$ cat src/rtl/har_pkg.sv
// rtl/har_pkg.sv - shared defaults and state type for the Har frame loader
package har_pkg;

  localparam int HAR_N = 12;
  localparam int HAR_B = 4;
  localparam int HAR_C = 6;

  // Index width that stays legal for a single class.
  function automatic int har_kw(input int c);
    return (c > 1) ? $clog2(c) : 1;
  endfunction

  localparam int HAR_KW = har_kw(HAR_C);

  typedef enum logic [1:0] {
    FILL   = 2'd0,
    SETTLE = 2'd1,
    HOLD   = 2'd2
  } har_ld_state_t;

endpackage

$ cat src/rtl/har_frame_shift.sv
// rtl/har_frame_shift.sv - N*B feature shift register with beat counter and framing detect
module har_frame_shift
  import har_pkg::*;
#(
  parameter int N = HAR_N,
  parameter int B = HAR_B
) (
  input  logic           clk,
  input  logic           rst,
  input  logic           beat_i,
  input  logic           last_i,
  input  logic [B-1:0]   feat_i,
  output logic [N*B-1:0] frame_o,
  output logic           done_o,
  output logic           err_o
);

  localparam int CW = (N > 1) ? $clog2(N) : 1;

  logic [N*B-1:0] frame_q, frame_d;
  logic [CW-1:0]  cnt_q, cnt_d;
  logic           at_end;

  assign at_end  = (cnt_q == CW'(N - 1));
  assign done_o  = beat_i & at_end & last_i;
  // Early last or missing last: the beat still shifts in but the frame is dropped.
  assign err_o   = beat_i & (at_end ^ last_i);
  assign frame_o = frame_q;

  always_comb begin
    frame_d = frame_q;
    cnt_d   = cnt_q;
    if (beat_i) begin
      frame_d = {frame_q[N*B-B-1:0], feat_i};
      cnt_d   = (at_end || last_i) ? '0 : cnt_q + 1'b1;
    end
  end

  always_ff @(posedge clk or posedge rst) begin
    if (rst) begin
      frame_q <= '0;
      cnt_q   <= '0;
    end else begin
      frame_q <= frame_d;
      cnt_q   <= cnt_d;
    end
  end

endmodule

$ cat src/rtl/har_frame_loader.sv
// rtl/har_frame_loader.sv - streams features into a frame for Har and registers its class
module har_frame_loader
  import har_pkg::*;
#(
  parameter int N   = HAR_N,
  parameter int B   = HAR_B,
  parameter int C   = HAR_C,
  parameter int KW  = har_kw(C),
  parameter int LAT = 1
) (
  input  logic           clk,
  input  logic           rst,
  input  logic [B-1:0]   feat_in,
  input  logic           feat_valid,
  input  logic           feat_last,
  output logic           feat_ready,
  output logic [N*B-1:0] inp,
  input  logic [KW-1:0]  klass_in,
  output logic [KW-1:0]  res_klass,
  output logic           res_valid,
  input  logic           res_ready,
  output logic           frame_err
);

  localparam int SW = (LAT > 1) ? $clog2(LAT) : 1;

  har_ld_state_t state_q;
  logic [SW-1:0] settle_q;
  logic [KW-1:0] res_klass_q;
  logic          res_valid_q;
  logic          frame_err_q;
  logic          beat, shift_done, shift_err;

  assign feat_ready = (state_q == FILL);
  assign beat       = feat_valid & feat_ready;

  har_frame_shift #(
    .N(N),
    .B(B)
  ) u_shift (
    .clk    (clk),
    .rst    (rst),
    .beat_i (beat),
    .last_i (feat_last),
    .feat_i (feat_in),
    .frame_o(inp),
    .done_o (shift_done),
    .err_o  (shift_err)
  );

  always_ff @(posedge clk or posedge rst) begin
    if (rst) begin
      state_q     <= FILL;
      settle_q    <= '0;
      res_klass_q <= '0;
      res_valid_q <= 1'b0;
      frame_err_q <= 1'b0;
    end else begin
      frame_err_q <= shift_err;
      case (state_q)
        FILL: begin
          if (shift_done) begin
            settle_q <= '0;
            state_q  <= SETTLE;
          end
        end
        SETTLE: begin
          // Har is combinational; inp is frozen here so klass_in settles within LAT cycles.
          if (settle_q == SW'(LAT - 1)) begin
            res_klass_q <= klass_in;
            res_valid_q <= 1'b1;
            state_q     <= HOLD;
          end else begin
            settle_q <= settle_q + 1'b1;
          end
        end
        HOLD: begin
          if (res_ready) begin
            res_valid_q <= 1'b0;
            state_q     <= FILL;
          end
        end
        default: state_q <= FILL;
      endcase
    end
  end

  assign res_klass = res_klass_q;
  assign res_valid = res_valid_q;
  assign frame_err = frame_err_q;

endmodule
$ cat config.mk
export PLATFORM = sky130hd
export DESIGN_NAME = har_frame_loader
export DESIGN_NICKNAME = d
export VERILOG_FILES = /design/src/rtl/har_pkg.sv /design/src/rtl/har_frame_shift.sv /design/src/rtl/har_frame_loader.sv
export SDC_FILE = /design/constraint.sdc
export NUM_CORES = 1
export LEC_CHECK = 0
export ABC_CLOCK_PERIOD_IN_PS = 5000
export CORE_MARGIN = 2
export CORE_UTILIZATION = 51
export DETAILED_ROUTE_END_ITERATION = 7
export PLACE_DENSITY = 0.85
export SLEW_MARGIN = 10
export SYNTH_ARGS = -nofsm -noshare
export SYNTH_HDL_FRONTEND = slang
export SYNTH_SLANG_ARGS = --single-unit
export TNS_END_PERCENT = 5
$ cat constraint.sdc
create_clock -name clk -period 5 [get_ports clk]
set_input_delay 1.25 -clock clk [delete_from_list [all_inputs] [get_ports clk]]
set_output_delay 1.25 -clock clk [all_outputs]
set_load 0.03 [all_outputs]
# == Word-level counts from Yosys, hierarchy flattened ==
# Index checks and enable logic that the tools add are counted.
# totals
input_bits,12
ramBits,0
rom_bits,0
latchBits,0
memories,0
out_inout_bits,54
reg_bits,60
# op_classes
n_bitwise,6
div_mod_pow,0
n_reduce_logical,8
add_sub_neg,2
mux,11
n_lt_le_gt_ge,0
shift,0
mul,0
eq_ne,6
# op_table
cell,n
2-bit two-way mux,3
2-bit case mux with 3 select lines,1
3-bit AND reduction,2
"4-bit by 1-bit adder with 4-bit output, second input constant",1
1-bit AND,4
"4-bit equality test, second input constant",1
1-bit two-way mux,4
4-bit two-way mux,1
"2-bit inequality test, second input constant",2
1-bit case mux with 2 select lines,2
2-bit AND reduction,2
2-bit nonzero test,2
"2-bit by 1-bit equality test with 1-bit output, second input constant",1
"2-bit equality test, second input constant",1
2-bit logical NOT,1
"2-bit by 1-bit inequality test with 1-bit output, second input constant",1
"1-bit adder, second input constant",1
1-bit logical OR,1
1-bit NOT,1
1-bit XOR,1

# == Depth between registers and ports, before layout ==
# Gate-level depths: netlist of the first run.
# depth
ltp_word,6
depth_mapped,7
mapped_depth_nobuf,7

# == Hierarchy ==
# A second synthesis of the first run with hierarchy kept.
# hier_totals
cells_unflattened,147
hier_area_um2,2309.7
# modules_own_cells
mod,cells_per_inst,instances,area_per_inst_um2
har_frame_shift,128,1,2037.0
har_frame_loader,19,1,272.8

# == Worst setup path after synthesis of the first run ==
# OpenSTA, ideal clock, no wires.
# synth_path
path_kind,input to register
startpoint,input port feat_valid
endpoint,"register u_shift.frame_q[10], in the netlist u_shift.frame_o[10]"
n_path_buf,2
path_stages,5
required_ps,4882
setup_ps,118
setup_slack_ps,2891
arrival_ps,1992
cell_sequence,or3b_1 buf_6 buf_4 nand2_1 nand2_1
# synth_between
elab_chain_len,1
# synth_lines
element,line_no,rtl
start: declaration,har_frame_loader.sv:14,"input logic feat_valid,"
1-bit AND,har_frame_loader.sv:35,assign beat = feat_valid & feat_ready;
end signal: assignment,har_frame_shift.sv:44,frame_q <= frame_d;
end: declaration,har_frame_shift.sv:20,"logic [N*B-1:0] frame_q, frame_d;"
# No other way between the ends.
# A chain may end at the register's enable or synchronous reset.

# == Worst setup path in the final report of the first run ==
# layout_path
startpoint,register state_q[1]
endpoint,output port feat_ready
# layout_between
elab_chain_len,1
# layout_lines
element,line_no,rtl
start: declaration,har_frame_loader.sv:27,har_ld_state_t state_q;
start signal: assignment,har_frame_loader.sv:53,state_q <= FILL;
start signal: assignment,har_frame_loader.sv:64,state_q <= SETTLE;
start signal: assignment,har_frame_loader.sv:72,state_q <= HOLD;
2-bit logical NOT,har_frame_loader.sv:34,assign feat_ready = (state_q == FILL);
end: declaration,har_frame_loader.sv:16,"output logic feat_ready,"
# No other way between the ends.

==> results.md, run 1 <==
* Cts hold-fix bufs at 0
* Initial core utilization at 0.533
* Row count at 24
* CP Data Required Time at about 3800 ps
* PwrDens at 439 nW/um^2
* Final Max Tran Viols at 0
* Antenna cells at 0
* Initial DRC count at 158
* Routed wire length at 4.72 mm
* Count of state elements after synthesis at ~60
* Clk slew on worst S/H paths at ~70 ps
* Post-route ant nets at 0
* Syn_nets at between 200 and 300
* Final #Nets at between 300 and 400
* Clk buf depth at 2
* Fin crit share at 0.569
* Slowest CP cell: clkdlybuf4s50_1
* Unique cell type count in the Yosys netlist at 23
* Cells after Synth at around 250
* Status: completed
* Top-area cell type share of the netlist area at 0.632
* Initial antenna violation count at 0
* Unrepaired setup endpoints after global routing: false
* Final setup viols at 0
* Commonest non-fill, non-tap cells in the layout: 148 x nand2_1, 65 x clkdlybuf4s50_1, 59 x dfrtp_1
* Leakage at roughly 1.6 nW
* Worst slew margin at 0.281
* Die W at between 70 and 80 um
* Hold WC Path Type: reg2reg
* Yosys warning total at 0
* Vias at roughly 1,900
* Vias per cell at 4.99
* Setup_tns at 0 ps
* Maximum vdd drop at 0.000338 V
* GPL Wtd Cong at 0.763
* Max_cap viols at 0
* Syn Area/Cell at 9.38 um^2
* # DRC at 0
* Worst-path fanout max at 7
* IO Port Bufs at 65
* Vias in the first global route at 1,718
* Layout cell share with drive strength beyond 1 at 0.0779
* PostCTS Resize Cnt at 0
* Clock Skew at 5.20 ps
* IO Pins at 66
* WP buf/inv at 1
* Pin count of the biggest net entering global routing at 60
* DRT Pass-1 Iters at 4
* Final Hold Viols at 0
* Final core occ at 0.728
* Seq/Total Area, Yosys at 0.632
* Hpwl dp at 3.08 mm
* Slew at the pin closest to its max-slew limit at between 1000 and 1500 ps
* Area contributors post-synth: dfrtp_1 63%, nand2_1 24%, buf_6 1.4%, mux2_2 1.4%, buf_2 1.1%
* Top Family by Delay on Critical Path: buffers and inverters
* Total global-route track usage at 0.202
* Max incr delay on CP at between 600 and 700 ps
* Most common cell after layout, fill and taps aside: nand2_1
* Layout area overhead at 36.7%
* Clk sinks at about 60
* Die Y-Extent at 71.7 um
* Crit Path Category: reg2out
* Root buffer cell: clkbuf_8
* CTS H-tree depth at 3
* Mapped Area at ~2300 um^2
* Setup crit start kind: flop
* Crit-path cells: nor2_1 -> clkdlybuf4s50_1
* Crit path DAT at about 1600 ps
* CTS Buf Count at 9
* CTS tree: yes
* Global-route wire length before repair at around 8 mm
* Total Power at 1.40 mW
* Max Freq at ~350 MHz
* Cell accounting for the most synthesized area: dfrtp_1
* Core Footprint at 4380 um^2
* Overflow after GRT at 0
* WL per Instance at about 13 um
* Period minus WS final at 2850 ps
* Clk_lat worst skew at between 300 and 400 ps
* Post-CTS Setup Repair Bufs at 0
* Total die area at ~5100 um^2
* Crit end category: output port
state kept, by name (all words and copies together) (netlist names):
name and count:
state_q 2, u_shift.frame_o 48, u_shift.cnt_q 4, res_valid 1, frame_err 1, res_klass 3
synthesized netlist by cell type (all sizes together):
cell / number
and2b: 1
a21oi: 1
nor3b: 1
and2: 1
buf: 11
o21ai: 4
or3b: 1
nor2: 2
dfrtp: 59
mux2: 3
o22ai: 1
a31oi: 1
nand2b: 2
inv: 5
nor3: 1
nand3: 3
nand2: 148
or2: 1
ha: 2
nor2b: 1
per-stage QoR:
step,worst slack (ps),area [um^2],hold slack (ps),cells
floorplan,2290,2330,463,249
global placement,1850,2980,459,357
detailed placement,1850,2980,462,357
CTS,2140,3190,479,373
global route,2020,3190,500,373
finish,2150,3190,474,373
final timing paths:
check	start	endpoint	slack, ps	depth (start not counted)
min in group asynchronous	rst	res_klass[2]	1440	3
worst max-delay path	state_q[1]	feat_ready	2150	2
max in group asynchronous	rst	u_shift.frame_o[33]	3100	3
worst max register to register	state_q[1]	u_shift.cnt_q[1]	3100	4
worst min register to register	u_shift.frame_o[46]	u_shift.frame_o[46]	470	2
worst min-delay path	u_shift.frame_o[46]	u_shift.frame_o[46]	470	2
where the power goes:
part / total (mW) / internal, mW / switching [mW] / leakage (nW)
clock network: 0.461 / 0.277 / 0.184 / 0.110
registers: 0.594 / 0.542 / 0.0516 / 0.778
logic: 0.346 / 0.138 / 0.208 / 0.754
total: 1.40 / 0.957 / 0.443 / 1.64
cells by family after synthesis:
kind of cell / Yosys count / synth area share
mux: 3 / 0.0145
buf+inv: 16 / 0.0461
simple gates: 162 / 0.280
compound gates: 7 / 0.0161
flops: 59 / 0.632
fa+ha+maj: 2 / 0.0107
layer usage:
layer / track usage / routed length, um / vias up
met3: 0.0633 / 330 / 8
met1: 0.265 / 2030 / 906
met2: 0.311 / 2270 / 53
li1: - / - / 895
met5: 0 / 0 / -
met4: 0.0881 / 89 / 0
worst register-to-register path, stage by stage (launching register included):
cell	delay, ps
dfrtp_1	460
nor3b_4	770
buf_4	420
nand3_1	110
nand2_1	70
area by class of cell:
type,instances,area [um^2]
sequential,59,1480
fill,329,1190
multi-input combinational,174,757
timing repair buffer,67,666
clock buffer,10,128
clock inverter,6,80.1
tap,52,65.1
inverter,5,18.8
(Power assumes the default switching activity.)
==> inputs of run 2 (changes only) <==
Settings changed: ABC_CLOCK_PERIOD_IN_PS 5000 to 2950, CORE_UTILIZATION 51 to 47, PLACE_DENSITY 0.85 to 0.79.
Clock period 5 ns to 2.95 ns, I/O delays scaled along.
==> run 2 against run 1 <==
  * Die area is 8.0% higher
  * First-iteration DRC count fell by 18%
  * Register-to-register slack got worse by 1900 ps
  * Wire length grew 2.1%
  * Final area rose by 1.4%
  * Worst hold slack worse by 3.1 ps
  * Non-clock buffer count is 3 higher
  * Sequential share of layout area shrank 0.63 points
  * Total power is 60% higher
  * Critical path depth is the same
==> results.md, run 2 (synthesized netlist as in run 1, its figures left out) <==
* IO Pins at 66 (unchanged)
* Max Freq at ~430 MHz
* Max_cap viols at 0 (unchanged)
* Fillers at 383 (+16%)
* Final Hold Viols at 0 (unchanged)
* CTS H-tree depth at 3 (unchanged)
* Vias at 1,861 (-0.054%)
* Largest register FFs at 48 (unchanged)
* Placed Instances at 375 (+5.0%)
* GPL Wtd Cong at 0.785 (+2.9%)
* Global-route wire length before repair at 8.20 mm (+3.3%)
* Fin cells at 391 (+4.8%)
* Final Instance Area at 3230 um^2 (+1.4%)
* Layout cell share with drive strength beyond 1 at 0.0802 (+0.00237)
* Clk_lat worst skew at 320 ps (about the same)
* Die Y-Extent at 74.5 um (+3.9%)
* Unrepaired setup endpoints after global routing: false
* Crit end category: output port
* Cts hold-fix bufs at 0 (unchanged)
* Most common cell after layout, fill and taps aside: nand2_1
* Layout area overhead at 38.5%
* Initial core utilization at 0.491 (-0.0415)
* Maximum vdd drop at 0.000396 V (+17%)
* Routing usage on met3 at 0.0732 (+0.00988)
* Overflow after GRT at 0 (unchanged)
* CP Data Required Time at 2210 ps (-1540 ps)
* Fin crit share at 0.796
* Antenna cells at 0 (unchanged)
* Final #Nets at 333 (+0.91%)
* GRT met2 Usage at 0.324 (+0.0128)
* Slew at the pin closest to its max-slew limit at 624 ps (-455 ps)
* Die W at 74.5 um (+3.9%)
* IO Port Bufs at 65 (unchanged)
* Hold WC Path Type: reg2reg
* DRT Pass-1 Iters at 6 (+2)
* Worst slew margin at 0.584 (+0.303)
* PostCTS Resize Cnt at 0 (unchanged)
* Post-route ant nets at 0 (unchanged)
* Status: completed
* Total die area at 5550 um^2 (+8.0%)
* Routed wire length at 4.82 mm (+2.1%)
* WHS Path Cells at 2 (unchanged)
* Crit Path Category: reg2out
* Row count at 25 (+4.2%)
* Setup crit start kind: flop
* WL per Instance at 12.3 um (-2.6%)
* Initial antenna violation count at 0 (unchanged)
* Worst Hold Launch: u_shift.frame_o[47]
* Final setup viols at 0 (unchanged)
* Final Max Tran Viols at 0 (unchanged)
* PwrDens at 695 nW/um^2 (+58%)
* Worst-path fanout max at 7 (unchanged)
* Setup_tns at 0 ps (unchanged)
* Depth of the worst register-to-register path at 7 (+3)
* Pin count of the biggest net entering global routing at 28 (-53%)
* Hold Worst Slack at 471 ps (-3.08 ps)
* CTS tree: yes
* Clock Skew at 5.36 ps (+0.157 ps)
* Clk sinks at 59 (unchanged)
* Vias in the first global route at 1,814 (+5.6%)
* Total global-route track usage at 0.197 (-0.00445)
* Crit path DAT at 1610 ps (about the same)
* # DRC at 0 (unchanged)
* Worst Setup SP: state_q[1]
* CTS Buf Count at 9 (unchanged)
* Total Power at 2.25 mW (+60%)
* Hpwl dp at 3.29 mm (+7.1%)
* Placed inst area at 3060 um^2 (+2.6%)
* Leakage at 1.65 nW (+0.54%)
* Commonest non-fill, non-tap cells in the layout: 148 x nand2_1, 65 x clkdlybuf4s50_1, 59 x dfrtp_1
* Met1 usage at 0.239 (-0.0269)
* Period minus WS final at approximately 2300 ps
* Clk slew on worst S/H paths at 60 ps (about the same)
* Vias per cell at 4.76 (-4.7%)
* Initial DRC count at 129 (-18%)
* Post-CTS Setup Repair Bufs at 0 (unchanged)
* FF-to-FF Start: u_shift.cnt_q[0]
* Reg-to-reg slack, setup at 1230 ps (-1870 ps)
* Clk buf depth at 2 (unchanged)
* Root buffer cell: clkbuf_8
* Core Footprint at 4750 um^2 (+8.4%)
* Busiest grt layer: met2
-- run 2: cell count changes in the layout (fill, tap and decap cells not counted), sizes merged --
| cell | previous run | this run |
|---|---|---|
| buf | 2 | 5 |
| clkbuf | 10 | 14 |
| clkinv | 4 | 2 |
| bufinv | 2 | 0 |
-- run 2: path summary, 6_finish.rpt --
path	to
min in group asynchronous	res_klass[1]
max in group asynchronous	u_shift.frame_o[32]
min reg2reg	u_shift.frame_o[47]
max reg2reg	u_shift.cnt_q[2]
max	feat_ready
min	u_shift.frame_o[47]
-- run 2: layout make-up --
type | instances | area (um^2) | share of cell area
Sequential cell | 59 | 1480 | 0.456
Multi-Input combinational cell | 174 | 757 | 0.234
Timing Repair Buffer | 70 | 726 | 0.224
Clock buffer | 14 | 163 | 0.0503
Tap cell | 67 | 83.8 | 0.0259
Inverter | 5 | 18.8 | 0.00580
Clock inverter | 2 | 10.0 | 0.00309
-- run 2: worst max-delay path, cell delays in order (launching register included) --
cell	delay [ps]
dfrtp_1	460
nor2_1	130
clkdlybuf4s50_1	690
-- run 2: where the power goes --
group / switching [mW] / internal [mW]
combinational: 0.355 / 0.243
sequential: 0.0863 / 0.920
clock: 0.295 / 0.349
-- run 2: metal layers --
layer  vias up  wire length, um
li1        905                -
met1       899             2120
met3         9              345
met4         0               67
met5         -                0
met2        48             2280
-- run 2: per-stage QoR --
step           setup slack [ps]   util
2_1_floorplan               756      -
3_3_place_gp                493  0.644
3_5_place_dp                498  0.644
4_1_cts                     591  0.680
5_1_grt                     537  0.680
6_report                    603  0.680
==> inputs of run 3 (changes only) <==
Settings changed: ABC_CLOCK_PERIOD_IN_PS 2950 to 2400.
Clock period 2.95 ns to 2.4 ns, I/O delays scaled along.
==> run 3 against run 2 <==
  * Critical path depth unchanged
  * Combinational power up 22%
  * Highest routed layer unchanged
  * Largest cell class unchanged
  * Non-clock buffer count up 1
==> results.md, run 3 (synthesized netlist as in run 1, its figures left out) <==
* Total die area at 5550 um^2 (unchanged)
* Crit-path cells: nor2_1 -> clkdlybuf4s50_1
* Most common cell after layout, fill and taps aside: nand2_1
* Setup WS pre-CTS at 163 ps (-335 ps)
* Final setup viols at 0 (unchanged)
* WL per Instance at 11.6 um (-5.7%)
* Vias per cell at 4.56 (-4.2%)
* CP Data Required Time at 1800 ps (-410 ps)
* Hold WC Path Type: reg2reg
* Vias at 1,787 (-4.0%)
* Final Max Tran Viols at 0 (unchanged)
* Crit end category: output port
* Top Family by Delay on Critical Path: buffers and inverters
* Hpwl dp at 2.98 mm (-9.5%)
* Final core occ at 0.683 (+0.00316)
* DRT Pass-1 Iters at 4 (-2)
* CTS tree: yes
* Pin count of the biggest net entering global routing at 60 (+110%)
* Initial antenna violation count at 0 (unchanged)
* Period minus WS final at around 2200 ps
* PnR worst setup slack at 210 ps (-393 ps)
* Sw Share at 0.320 (-0.00748)
* Vias in the first global route at 1,727 (-4.8%)
* Clk_lat worst skew at 330 ps (about the same)
* Max incr delay on CP at 670 ps (-20 ps)
* Commonest non-fill, non-tap cells in the layout: 148 x nand2_1, 65 x clkdlybuf4s50_1, 59 x dfrtp_1
* CTS Buf Count at 9 (unchanged)
* Slowest CP cell: clkdlybuf4s50_1
* Die Y-Extent at 74.5 um (unchanged)
* Clk slew on worst S/H paths at 70 ps (about the same)
* Slew at the pin closest to its max-slew limit at 411 ps (-213 ps)
* Worst-path fanout max at 7 (unchanged)
* Fin crit share at 0.913
* Setup_tns at 0 ps (unchanged)
* Unrepaired setup endpoints after global routing: false
* Gate power share at 0.258 (-0.008)
* Post-CTS Setup Repair Bufs at 0 (unchanged)
* Clk sinks at 59 (unchanged)
* Setup crit start kind: flop
* Leakage at 1.67 nW (+0.93%)
* Cts hold-fix bufs at 0 (unchanged)
* CTS H-tree depth at 3 (unchanged)
* Root buffer cell: clkbuf_8
* # DRC at 0 (unchanged)
* Maximum vdd drop at 0.000477 V (+20%)
* Core Footprint at 4750 um^2 (unchanged)
* Layout cell share with drive strength beyond 1 at 0.0923 (+0.0121)
* Max_cap viols at 0 (unchanged)
* Psw at 0.905 mW (+23%)
* Status: completed
* Initial DRC count at 129 (unchanged)
* Overflow after GRT at 0 (unchanged)
* Worst slew margin at 0.726 (+0.142)
* Total global-route track usage at 0.188 (-0.00929)
* Die W at 74.5 um (unchanged)
* Layout area overhead at 39.2%
* Crit Path Category: reg2out
* Row count at 25 (unchanged)
* Routed wire length at 4.56 mm (-5.5%)
* Post-route ant nets at 0 (unchanged)
* IO Pins at 66 (unchanged)
* GPL Wtd Cong at 0.757 (-3.6%)
* Internal at 1.92 mW (+27%)
* Antenna cells at 0 (unchanged)
* Crit path DAT at 1590 ps (-20 ps)
* Largest register FFs at 48 (unchanged)
* PwrDens at 871 nW/um^2 (+25%)
* Final Hold Viols at 0 (unchanged)
* Clock Skew at 6.92 ps (+1.57 ps)
* Initial core utilization at 0.491 (unchanged)
* PostCTS Resize Cnt at 0 (unchanged)
* IO Port Bufs at 65 (unchanged)
* Clk pwr share at 0.306 (+0.020)
* Global-route wire length before repair at 7.78 mm (-5.1%)
* Final #Nets at 334 (+0.30%)
* WP buf/inv at 1 (unchanged)
* Max Freq at approximately 460 MHz
* Seq pwr share at 0.435 (-0.013)
* Total Power at 2.83 mW (+26%)
* Clk buf depth at 2 (unchanged)
==> run 3: cell count changes in the layout (fill, tap and decap cells not counted), sizes merged <==
cell    change
clkbuf      -4
clkinv      +3
buf         +1
bufinv      +1
==> run 3: per-layer routing <==
layer / global-route usage / part of all wire
met5: 0 / 0
met4: 0.0833 / 0.012
met3: 0.0786 / 0.067
met2: 0.285 / 0.45
met1: 0.237 / 0.47
==> run 3: worst register-to-register path: stages (launching register included) <==
cell and delay, ps:
dfrtp_1 380, ha_1 190, nand2b_1 70, or2_2 320
ha_1 240, nor2b_1 140, o21ai_0 150, o21ai_0 120
==> run 3: path summary, 6_finish.rpt <==
check / from / endpoint / slack (ps) / depth (start not counted)
worst min-delay path: u_shift.frame_o[45] / u_shift.frame_o[45] / 470 / 2
min in group asynchronous: rst / res_klass[0] / 650 / 3
worst max-delay path: state_q[1] / feat_ready / 210 / 2
max in group asynchronous: rst / u_shift.frame_o[3] / 1500 / 3
worst min register to register: u_shift.frame_o[45] / u_shift.frame_o[45] / 470 / 2
worst max register to register: u_shift.cnt_q[0] / u_shift.cnt_q[2] / 670 / 7
==> run 3: area by class of cell <==
class	instances	area (um^2)
Multi-Input combinational cell	174	757
Clock buffer	10	138
Tap cell	67	83.8
Fill cell	388	1510
Clock inverter	6	55.1
Inverter	5	18.8
Sequential cell	59	1480
Timing Repair Buffer	71	721
==> run 3: power groups by stage <==
stage	Clock (mW)	Combinational, mW	Sequential (mW)
2_1_floorplan	0	0.159	1.50
3_3_place_gp	0	0.726	1.25
3_5_place_dp	0	0.737	1.25
4_1_cts	0.890	0.740	1.23
5_1_grt	0.937	0.791	1.25
6_report	0.867	0.731	1.23
==> run 3: through the flow <==
step                instance area, um^2  std cells  hold slack, ps
floorplan                          2330        249             463
global placement                   3060        376             461
detailed placement                 3060        376             467
CTS                                3250        392             480
global route                       3250        392             491
finish                             3250        392             475
